[src/rtl/bcd_display_ctrl_if.sv]
// Conversion request/result bundle for bcd_display_ctrl.
// The controller side (slave) takes start/value and returns the packed digits and status.
interface bcd_display_ctrl_if;
  logic        start;
  logic [23:0] value;
  logic [27:0] code;
  logic        busy;
  logic        done;
  logic        ovf;

  modport master (output start, output value, input code, input busy, input done, input ovf);
  modport slave  (input start, input value, output code, output busy, output done, output ovf);
endinterface

[src/rtl/bcd_display_ctrl.sv]
// 24-bit binary to 7-digit BCD display controller using serial double-dabble (24 shift cycles).
// Optional macro OVERFLOW_DASH_EN: show all dashes instead of truncated digits on overflow.
module bcd_display_ctrl (
  input  logic              CLK,
  input  logic              RST,
  bcd_display_ctrl_if.slave bus
);

  typedef enum logic [1:0] {IDLE, SHIFT, PACK} state_t;

  localparam logic [27:0] DASHES = 28'hAAAAAAA;

  state_t      state_reg;
  logic [23:0] value_reg;
  logic [31:0] scratch_reg;
  logic [4:0]  cnt_reg;
  logic [27:0] code_reg;
  logic        busy_reg;
  logic        done_reg;
  logic        ovf_reg;

  logic [31:0] adj_next;
  logic [31:0] scratch_next;
  logic        ovf_next;
  logic [27:0] code_next;

  // Add-3 correction on every BCD nibble before the shift.
  generate
    for (genvar gi = 0; gi < 8; gi++) begin : g_adj
      assign adj_next[4*gi +: 4] = (scratch_reg[4*gi +: 4] >= 4'd5)
                                   ? scratch_reg[4*gi +: 4] + 4'd3
                                   : scratch_reg[4*gi +: 4];
    end
  endgenerate

  assign scratch_next = {adj_next[30:0], value_reg[23]};
  assign ovf_next     = |scratch_reg[31:28];

`ifdef OVERFLOW_DASH_EN
  assign code_next = ovf_next ? DASHES : scratch_reg[27:0];
`else
  assign code_next = scratch_reg[27:0];
`endif

  always_ff @(posedge CLK) begin
    if (RST) begin
      state_reg   <= IDLE;
      value_reg   <= '0;
      scratch_reg <= '0;
      cnt_reg     <= '0;
      code_reg    <= DASHES;
      busy_reg    <= 1'b0;
      done_reg    <= 1'b0;
      ovf_reg     <= 1'b0;
    end else begin
      done_reg <= 1'b0;
      case (state_reg)
        IDLE: begin
          if (bus.start) begin
            value_reg   <= bus.value;
            scratch_reg <= '0;
            cnt_reg     <= '0;
            busy_reg    <= 1'b1;
            state_reg   <= SHIFT;
          end
        end
        SHIFT: begin
          scratch_reg <= scratch_next;
          value_reg   <= {value_reg[22:0], 1'b0};
          cnt_reg     <= cnt_reg + 5'd1;
          if (cnt_reg == 5'd23) begin
            state_reg <= PACK;
          end
        end
        PACK: begin
          code_reg  <= code_next;
          ovf_reg   <= ovf_next;
          done_reg  <= 1'b1;
          busy_reg  <= 1'b0;
          state_reg <= IDLE;
        end
        default: begin
          state_reg <= IDLE;
          busy_reg  <= 1'b0;
        end
      endcase
    end
  end

  assign bus.code = code_reg;
  assign bus.busy = busy_reg;
  assign bus.done = done_reg;
  assign bus.ovf  = ovf_reg;

endmodule

[src/flat_wrapper.sv]
// flat-port wrapper written by rule: the top's interface ports become plain ports
module bcd_display_ctrl_flat 
  (CLK, RST, bus_start, bus_value, bus_code, bus_busy, bus_done, bus_ovf);
  bcd_display_ctrl_if bus_i ();
  input  logic CLK;
  input  logic RST;
  input wire logic [$bits(bus_i.start)-1:0] bus_start;
  input wire logic [$bits(bus_i.value)-1:0] bus_value;
  output wire logic [$bits(bus_i.code)-1:0] bus_code;
  output wire logic [$bits(bus_i.busy)-1:0] bus_busy;
  output wire logic [$bits(bus_i.done)-1:0] bus_done;
  output wire logic [$bits(bus_i.ovf)-1:0] bus_ovf;
  assign bus_i.start = bus_start;
  assign bus_i.value = bus_value;
  assign bus_code = bus_i.code;
  assign bus_busy = bus_i.busy;
  assign bus_done = bus_i.done;
  assign bus_ovf = bus_i.ovf;
  bcd_display_ctrl u_core (.CLK(CLK), .RST(RST), .bus(bus_i));
endmodule
[config.mk]
export PLATFORM = sky130hd
export DESIGN_NAME = bcd_display_ctrl_flat
export DESIGN_NICKNAME = d
export VERILOG_FILES = /design/src/rtl/bcd_display_ctrl_if.sv /design/src/rtl/bcd_display_ctrl.sv /design/src/flat_wrapper.sv
export SDC_FILE = /design/constraint.sdc
export NUM_CORES = 1
export LEC_CHECK = 0
export ABC_AREA = 1
export BUFFER_PORTS_ARGS = -buffer_cell sky130_fd_sc_hd__buf_2
export CAP_MARGIN = 20
export CORE_MARGIN = 5
export CORE_UTILIZATION = 52
export DETAILED_ROUTE_END_ITERATION = 10
export GPL_TIMING_DRIVEN = 0
export PLACE_DENSITY = 0.73
export SKIP_LAST_GASP = 1
export SYNTH_ARGS = -nofsm -noshare
export SYNTH_HDL_FRONTEND = slang
export SYNTH_SLANG_ARGS = --single-unit
[constraint.sdc]
create_clock -name CLK -period 1.51 [get_ports CLK]
set_clock_uncertainty 0.2 [all_clocks]
set_input_delay 0.151 -clock CLK [delete_from_list [all_inputs] [get_ports CLK]]
set_output_delay 0.151 -clock CLK [all_outputs]
set_load 0.02 [all_outputs]
==> implementation parameters, run 1 <==
Parameter                              Value

Run
  Number of max-cap violations ... 0

Final layout
  Final Net Count ... between 700 and 800
  Final cell count without fillers ... between 800 and 900
  Share of the core filled with cells in the final layout ... 0.668
  Share of post-route cells with drive strength above 1 ... 0.222
  Antenna diodes ... 0
  Max reg flops ... 32
  Layout Area Growth over Synthesis ... 26.8%
  Post-route standard cell area excluding fillers ... between 0.005 and 0.006 mm2

Synth
  Synthesized-area fraction occupied by ao, oa, aoi and oai cells ... 0.152
  Post-synthesis cell area ... about 0.0043 mm2
  Share of synthesized flip-flops with an asynchronous set or reset ... 0
  Largest family of logic cells by synthesized area ... simple AND/OR/NAND/NOR gates
  Biggest area contributors in the synthesized netlist ... sky130_fd_sc_hd__dfxtp_1 44%, sky130_fd_sc_hd__nand2_1 15%, sky130_fd_sc_hd__a21oi_1 5.9%, sky130_fd_sc_hd__nand3_1 5.4%, sky130_fd_sc_hd__ha_1 5.3%
  Main flop type after synthesis ... sky130_fd_sc_hd__dfxtp_1
  Portion of the post-synthesis area used by sequential elements ... 0.441
  Area fraction in and, or, nand and nor cells after synthesis ... 0.281
  #FFs+latches synth ... 94
  Avg Inst Size Synth ... approximately 7.2 um2
  Post-synth EDFFs ... 0
  Xor and xnor fraction of the mapped netlist area ... 0
  Adder and majority gate portion of the synthesized area ... 0.0528
  Warnings, synthesis ... 0
  Cell taking the most area after synthesis ... sky130_fd_sc_hd__dfxtp_1
  Syn Nets ... 637
  Post-Synthesis Cells ... 592
  Top-area cell type share of the netlist area ... 0.441
  Number of distinct library cells after synthesis ... 22
  Portion of netlist area occupied by mux cells ... 0

Clock network
  Insertion delay of the later-clocked pin in the worst-skew pair ... 370 ps
  Maximum level of the CTS H-tree ... 3
  Clock edge transition at the registers on the reported setup and hold paths ... about 90 ps
  Count of clock tree sinks ... 94
  Cell at the root of the clock tree ... sky130_fd_sc_hd__clkbuf_8
  Deepest clock path buffer count ... 2
  Total CTS buffers ... 9
  Clock tree from TritonCTS ... yes

Worst setup path
  Startpoint type of the worst setup path ... flop
  Crit path DAT ... 1560 ps
  Highest-delay cell along the critical path ... sky130_fd_sc_hd__dfxtp_4
  Biggest fanout along the worst timing path ... 10
  Kind of capture point of the worst setup path ... flop
  Crit Path Category ... flop to flop
  CP cell instances ... inv_4, nand2_1, nand2_4, inv_2, buf_4, nand2_1, a21oi_1
  Cell type with the highest occurrence count on the critical path ... sky130_fd_sc_hd__nand2_1
  Biggest cell delay along the critical path ... around 400 ps
  Worst Path Buf+Inv ... 3
  CP top delay family ... flip-flops
  Required time at the worst-slack endpoint ... 1600 ps

Floorplan
  Io pins ... 58
  Total Die Area ... ~0.010 mm2
  Cell Rows ... 33
  Die Span Y ... roughly 100 um
  Initial core utilization ... 0.527
  Area of the core region ... a little over 0.008 mm2
  Width of the die ... between 100 and 150 um

Global route
  Number of global-route vias before repair ... 4138
  First-pass GRT wire length ... 19200 um
  Pin count of the biggest net entering global routing ... 15
  Remaining global-route overflow ... 0
  Total routing resource utilization after global routing ... 0.235
  Number of antenna violations at the first check in global routing ... 0

Placed design
  Pre-CTS setup slack ... -380 ps
  Placer Congestion ... about 0.86
  # placed instances ... about 750
  Total half-perimeter wirelength after legalization and detailed placement ... around 7600 um
  Count of input and output buffers ... 56
  Post-place instance area ... ~0.0047 mm2

STA
  Final number of setup-violating endpoints ... 0
  Worst-margin pin slew ... ~660 ps
  Worst Slack Setup Final ... 44.6 ps
  Setup repair after global routing missed its margin ... yes
  Max_slew headroom ... 0.560
  Share of the clock period used by the worst path after layout ... 0.970
  Time the worst path needs with I/O delays and setup ... 1470 ps
  Maximum achievable frequency ... just under 700 MHz
  Number of max-slew violations in the final report ... 0
  Hold slack final ... roughly 3 ps
  Final hold violations ... 0
  Final sum of negative setup slack ... 0 ps

Drt
  DR DRC count ... 0
  Sum of routed wire length over all layers ... about 12000 um
  Pre-Repair DR Iteration Count ... 5
  Wire length per cell ... approximately 15 um
  Post-DRT Antenna Nets ... 0
  Via-per-instance ratio ... around 5.4
  Starting DRT DRC Count ... between 200 and 300
  Total number of vias ... between 4000 and 5000

Power and ir drop
  Pwr dens ... about 840 mW/mm2
  Highest ir drop seen on vdd ... 0.534 mV
  Overall power consumption ... about 4.5 mW
  Static Leakage ... roughly 2.5 nW

Run status
  Result of the run ... finished, final reports clean

Worst hold path
  Type of the worst min-delay path ... primary input to flop
power by group:
group | switching, mW | total [mW] | leakage [nW] | internal, mW
registers | 0.0326 | 2.55 | 0.771 | 2.52
clock network | 0.868 | 1.55 | 0.0845 | 0.679
logic | 0.258 | 0.444 | 1.60 | 0.186
total | 1.16 | 4.54 | 2.45 | 3.38
area by class of cell:
class | count | area, um2
Buffer | 28 | 199
Clock buffer | 12 | 155
Clock inverter | 3 | 20.0
Fill cell | 723 | 2690
Inverter | 50 | 205
Multi-Input combinational cell | 420 | 2180
Sequential cell | 94 | 1920
Tap cell | 105 | 131
Timing Repair Buffer | 90 | 602
worst reg2reg max path, stage by stage, from the launching register on:
cell                      delay [ps]
sky130_fd_sc_hd__dfxtp_4         400
sky130_fd_sc_hd__inv_4            60
sky130_fd_sc_hd__nand2_1         130
sky130_fd_sc_hd__nand2_4          80
sky130_fd_sc_hd__inv_2           110
sky130_fd_sc_hd__buf_4           200
sky130_fd_sc_hd__nand2_1          70
sky130_fd_sc_hd__a21oi_1         140
cell families (layout without fill, tap and decap cells):
group | count (synthesis) | after routing
compound gates | 113 | 113
fa+ha+maj | 18 | 18
buf+inv | 78 | 183
flops | 94 | 94
simple gates | 289 | 289
cell usage after synthesis (all sizes together), types with 12 or more instances:
master,count
nand2,172
dfxtp,94
nor2,52
a21oi,50
inv,49
nand3,46
o21ai,28
o211ai,20
ha,18
clkbuf,16
nand4,16
buf,12
cells in the final DEF (no fill, tap or decap), drive strengths merged, types with 6 or more instances in the layout:
cell and instances:
a22oi 8, a31oi 6, o21ai 28, o211ai 20, inv 49, dlygate4sd3 25
nor2 52, clkbuf 25, ha 18, nand3 46, nand4 16, buf 80
dfxtp 94, nand2 172, a21oi 50
worst paths after layout:
path | from | end | slack, ps | cells past startpoint
setup / recovery | u_core.state_reg[1] | u_core.scratch_reg[22] | 40 | 7
hold reg to reg | u_core.scratch_reg[29] | u_core.scratch_reg[29] | 270 | 2
hold / removal | RST | u_core.bus.busy | 3 | 2
setup reg to reg | u_core.state_reg[1] | u_core.scratch_reg[22] | 40 | 7
per-layer routing:
metal / share of wire / routed length (um) / vias up / GRT usage
li1: - / - / 2168 / -
met1: 0.43 / 5090 / 2000 / 0.289
met2: 0.48 / 5650 / 132 / 0.400
met3: 0.064 / 753 / 29 / 0.0429
met4: 0.024 / 285 / 0 / 0.109
met5: 0 / 0 / - / 0
timing repair:
item,CTS,global route
buffers inserted,3,6
pin swaps,2,4
hold endpoints to repair,25,0
hold buffers,25,0
resized for setup,35,73
endpoints found under the setup margin,89,81
Power figures use the tool's default switching activity.
==> inputs of run 2 (changes only) <==
ABC_AREA = unset   (was 1)
==> implementation parameters, run 2 <==
Parameter                              Value

Synth
  Number of distinct library cells after synthesis ... 34 (+55%)
  Portion of the post-synthesis area used by sequential elements ... 0.441 (unchanged)
  Warnings, synthesis ... 0 (unchanged)
  Synthesized-area fraction occupied by ao, oa, aoi and oai cells ... 0.235 (+0.0836)
  Cell taking the most area after synthesis ... sky130_fd_sc_hd__dfxtp_1
  Largest family of logic cells by synthesized area ... compound AO/OA/AOI/OAI gates
  Avg Inst Size Synth ... 8.36 um2 (+16%)
  Biggest area contributors in the synthesized netlist ... sky130_fd_sc_hd__dfxtp_1 44%, sky130_fd_sc_hd__a21oi_1 6.9%, sky130_fd_sc_hd__nand2_1 6.4%, sky130_fd_sc_hd__ha_1 5.3%, sky130_fd_sc_hd__a22o_1 4.7%
  Top-area cell type share of the netlist area ... 0.441 (unchanged)
  Main flop type after synthesis ... sky130_fd_sc_hd__dfxtp_1
  Xor and xnor fraction of the mapped netlist area ... 0.0308 (+0.0308)
  Adder and majority gate portion of the synthesized area ... 0.0528 (unchanged)
  Post-synthesis cell area ... 0.00426 mm2 (unchanged)
  Most repeated cell in the gate-level netlist after synthesis ... sky130_fd_sc_hd__dfxtp_1
  Post-Synthesis Cells ... 510 (-14%)
  Top cells by instance count after synthesis ... 94 x sky130_fd_sc_hd__dfxtp_1, 73 x sky130_fd_sc_hd__nand2_1, 59 x sky130_fd_sc_hd__a21oi_1
  Portion of netlist area occupied by mux cells ... 0.0188 (+0.0188)
  #FFs+latches synth ... 94 (unchanged)
  Share of synthesized flip-flops with an asynchronous set or reset ... 0 (unchanged)
  Syn Nets ... 555 (-13%)
  Area fraction in and, or, nand and nor cells after synthesis ... 0.160 (-0.121)
  Post-synth EDFFs ... 0 (unchanged)

Placed design
  Post-place instance area ... 0.00470 mm2 (+0.56%)
  Count of input and output buffers ... 56 (unchanged)
  Total half-perimeter wirelength after legalization and detailed placement ... 7340 um (-3.9%)
  Placer Congestion ... 0.852 (-0.98%)
  # placed instances ... 671 (-11%)

Final layout
  Share of post-route cells with drive strength above 1 ... 0.301 (+0.0789)
  Layout Area Growth over Synthesis ... 34.0%
  Final cell count without fillers ... 729 (-9.1%)
  Commonest cells after routing, fill and taps aside ... 75 x sky130_fd_sc_hd__dfxtp_1, 73 x sky130_fd_sc_hd__nand2_1, 63 x sky130_fd_sc_hd__buf_2
  Max reg flops ... 32 (unchanged)
  Count of fill cells added during filler insertion ... 634 (-12%)
  Final Net Count ... 664 (-10%)
  Antenna diodes ... 0 (unchanged)
  Post-route standard cell area excluding fillers ... 0.00571 mm2 (+5.7%)
  Most common library cell in the layout ignoring fill and taps ... sky130_fd_sc_hd__dfxtp_1

Worst setup path
  Biggest fanout along the worst timing path ... 4 (-6)
  Critical register-to-register path startpoint ... u_core.scratch_reg[17]
  Crit Reg-Reg Endpoint ... u_core.scratch_reg[18]
  Reg2reg setup slack ... -20 ps (-60 ps)
  Highest-delay cell along the critical path ... sky130_fd_sc_hd__dfxtp_2
  CP cell instances ... inv_2, ha_1, nand2b_4, a21oi_4, mux2i_1, a22o_1
  Startpoint type of the worst setup path ... flop
  Required time at the worst-slack endpoint ... 1630 ps (+30 ps)
  Capturing element of the worst setup path ... u_core.scratch_reg[18]
  Crit path DAT ... 1650 ps (+90 ps)
  Crit Path Category ... flop to flop
  Crit path launch ... u_core.scratch_reg[17]
  Kind of capture point of the worst setup path ... flop
  FF-to-FF path depth ... 6 (-1)
  Biggest cell delay along the critical path ... 350 ps (-50 ps)

STA
  Max_slew headroom ... 0.552 (-0.00790)
  Maximum achievable frequency ... 654 MHz (-4.1%)
  Time the worst path needs with I/O delays and setup ... 1530 ps (+63.3 ps)
  Worst-margin pin slew ... 672 ps (+11.9 ps)
  Share of the clock period used by the worst path after layout ... 1.01 (+0.0419)
  Hold slack final ... 23.9 ps (+21.0 ps)
  Number of max-slew violations in the final report ... 0 (unchanged)
  Worst Slack Setup Final ... -18.7 ps (-63.3 ps)
  Final sum of negative setup slack ... -27.4 ps (-27.4 ps)
  Final number of setup-violating endpoints ... 2 (+2)
  Setup repair after global routing missed its margin ... yes
  Final hold violations ... 0 (unchanged)

Drt
  Total number of vias ... 4205 (-2.9%)
  Sum of routed wire length over all layers ... 12200 um (+3.7%)
  Pre-Repair DR Iteration Count ... 6 (+1)
  Wire length per cell ... 16.7 um (+14%)
  Post-DRT Antenna Nets ... 0 (unchanged)
  Via-per-instance ratio ... 5.77 (+6.9%)
  DR DRC count ... 0 (unchanged)
  Starting DRT DRC Count ... 273 (-1.1%)

Global route
  Number of antenna violations at the first check in global routing ... 0 (unchanged)
  Remaining global-route overflow ... 0 (unchanged)
  Total routing resource utilization after global routing ... 0.225 (-0.0100)
  Busiest grt layer ... met2
  First-pass GRT wire length ... 18300 um (-5.0%)
  Met3 GRT Util ... 0.0304 (-0.0125)
  Number of global-route vias before repair ... 3891 (-6.0%)
  Met2 global-route usage ... 0.388 (-0.0122)
  Pin count of the biggest net entering global routing ... 18 (+3)
  Met1 Resource Use GR ... 0.283 (-0.00638)

Clock network
  Cell at the root of the clock tree ... sky130_fd_sc_hd__clkbuf_8
  Clock edge transition at the registers on the reported setup and hold paths ... 100 ps (about the same)
  Insertion delay of the later-clocked pin in the worst-skew pair ... 370 ps (about the same)
  Deepest clock path buffer count ... 2 (unchanged)
  Maximum level of the CTS H-tree ... 3 (unchanged)
  Count of clock tree sinks ... 94 (unchanged)
  Total CTS buffers ... 9 (unchanged)
  Clock tree from TritonCTS ... yes

Floorplan
  Area of the core region ... 0.00809 mm2 (unchanged)
  Width of the die ... 101 um (unchanged)
  Die Span Y ... 101 um (unchanged)
  Cell Rows ... 33 (unchanged)
  Initial core utilization ... 0.527 (unchanged)
  Total Die Area ... 0.0101 mm2 (unchanged)
  Io pins ... 58 (unchanged)

Power and ir drop
  Overall power consumption ... 4.80 mW (+5.8%)
  Highest ir drop seen on vdd ... 0.488 mV (-8.5%)
  Pwr dens ... 841 mW/mm2 (+0.12%)
  Static Leakage ... 2.32 nW (-5.5%)

Worst hold path
  Type of the worst min-delay path ... primary input to flop

Run
  Number of max-cap violations ... 0 (unchanged)

Run status
  Failing checks ... negative setup slack
  Result of the run ... finished, violations left
==> run 2: worst min-delay path by stage <==
stage / slack (ps) / from / to / cells after the start
after global routing: 30 / RST / u_core.scratch_reg[2] / 3
after CTS: 10 / bus_value[0] / u_core.value_reg[0] / 5
after detailed placement: 250 / u_core.bus.code[8] / u_core.bus.code[8] / 2
after floorplan: 160 / bus_value[23] / u_core.value_reg[23] / 2
final: 20 / bus_value[0] / u_core.value_reg[0] / 5
after global placement: 240 / u_core.bus.code[12] / u_core.bus.code[12] / 2
==> run 2: stage by stage <==
stage          setup WS (ps)  utilization
2_1_floorplan           17.1            -
3_3_place_gp            -301        0.581
6_report               -18.7        0.706
5_1_grt                -77.7        0.706
4_1_cts                 1.07        0.660
3_5_place_dp            -316        0.581
==> run 2: worst max-delay path, delay by kind of cell (launching register included) <==
kind | cells | cell delay, ps
flip-flops | 1 | 350
multiplexers | 1 | 230
AO/OA/AOI/OAI | 2 | 310
AND/OR/NAND/NOR | 1 | 150
buffers and inverters | 1 | 50
adder cells (fa/ha/maj) | 1 | 180
==> run 2: what timing repair did <==
action / in CTS / in global routing
endpoints found under the hold margin: 25 / 0
gates cloned: 0 / 2
gates resized for setup: 58 / 64
setup buffers: 6 / 11
hold buffers: 24 / 0
endpoints found under the setup margin: 89 / 80
pin swaps: 13 / 19
==> run 2: layout make-up <==
class / count / area [um2] / area share
inverter: 21 / 93.8 / 0.0164
clock buffer: 9 / 124 / 0.0217
buffer: 35 / 225 / 0.0394
tap: 105 / 131 / 0.0230
timing repair buffer: 99 / 698 / 0.122
multi-input combinational: 359 / 2440 / 0.427
sequential: 94 / 1920 / 0.337
clock inverter: 7 / 78.8 / 0.0138
==> run 2: cells by family (layout without fill, tap and decap cells) <==
| logic type | count (synthesis) | count (layout) |
|---|---|---|
| AND/OR/NAND/NOR | 160 | 160 |
| AO/OA/AOI/OAI | 158 | 158 |
| flip-flops | 94 | 94 |
| buffers and inverters | 57 | 171 |
| adder cells (fa/ha/maj) | 18 | 18 |
| XOR/XNOR | 15 | 15 |
| multiplexers | 8 | 8 |
==> run 2: power breakdown <==
group,switching (mW),internal (mW),total [mW]
Sequential,0.0550,2.53,2.59
Clock,0.974,0.786,1.76
Combinational,0.248,0.208,0.456
Total,1.28,3.53,4.80
==> run 2: per-layer routing <==
| layer | vias up | part of all wire | wire length (um) |
|---|---|---|---|
| met2 | 167 | 0.51 | 6230 |
| li1 | 2004 | - | - |
| met5 | - | 0 | 0 |
| met3 | 33 | 0.064 | 782 |
| met4 | 0 | 0.023 | 276 |
| met1 | 2001 | 0.40 | 4920 |
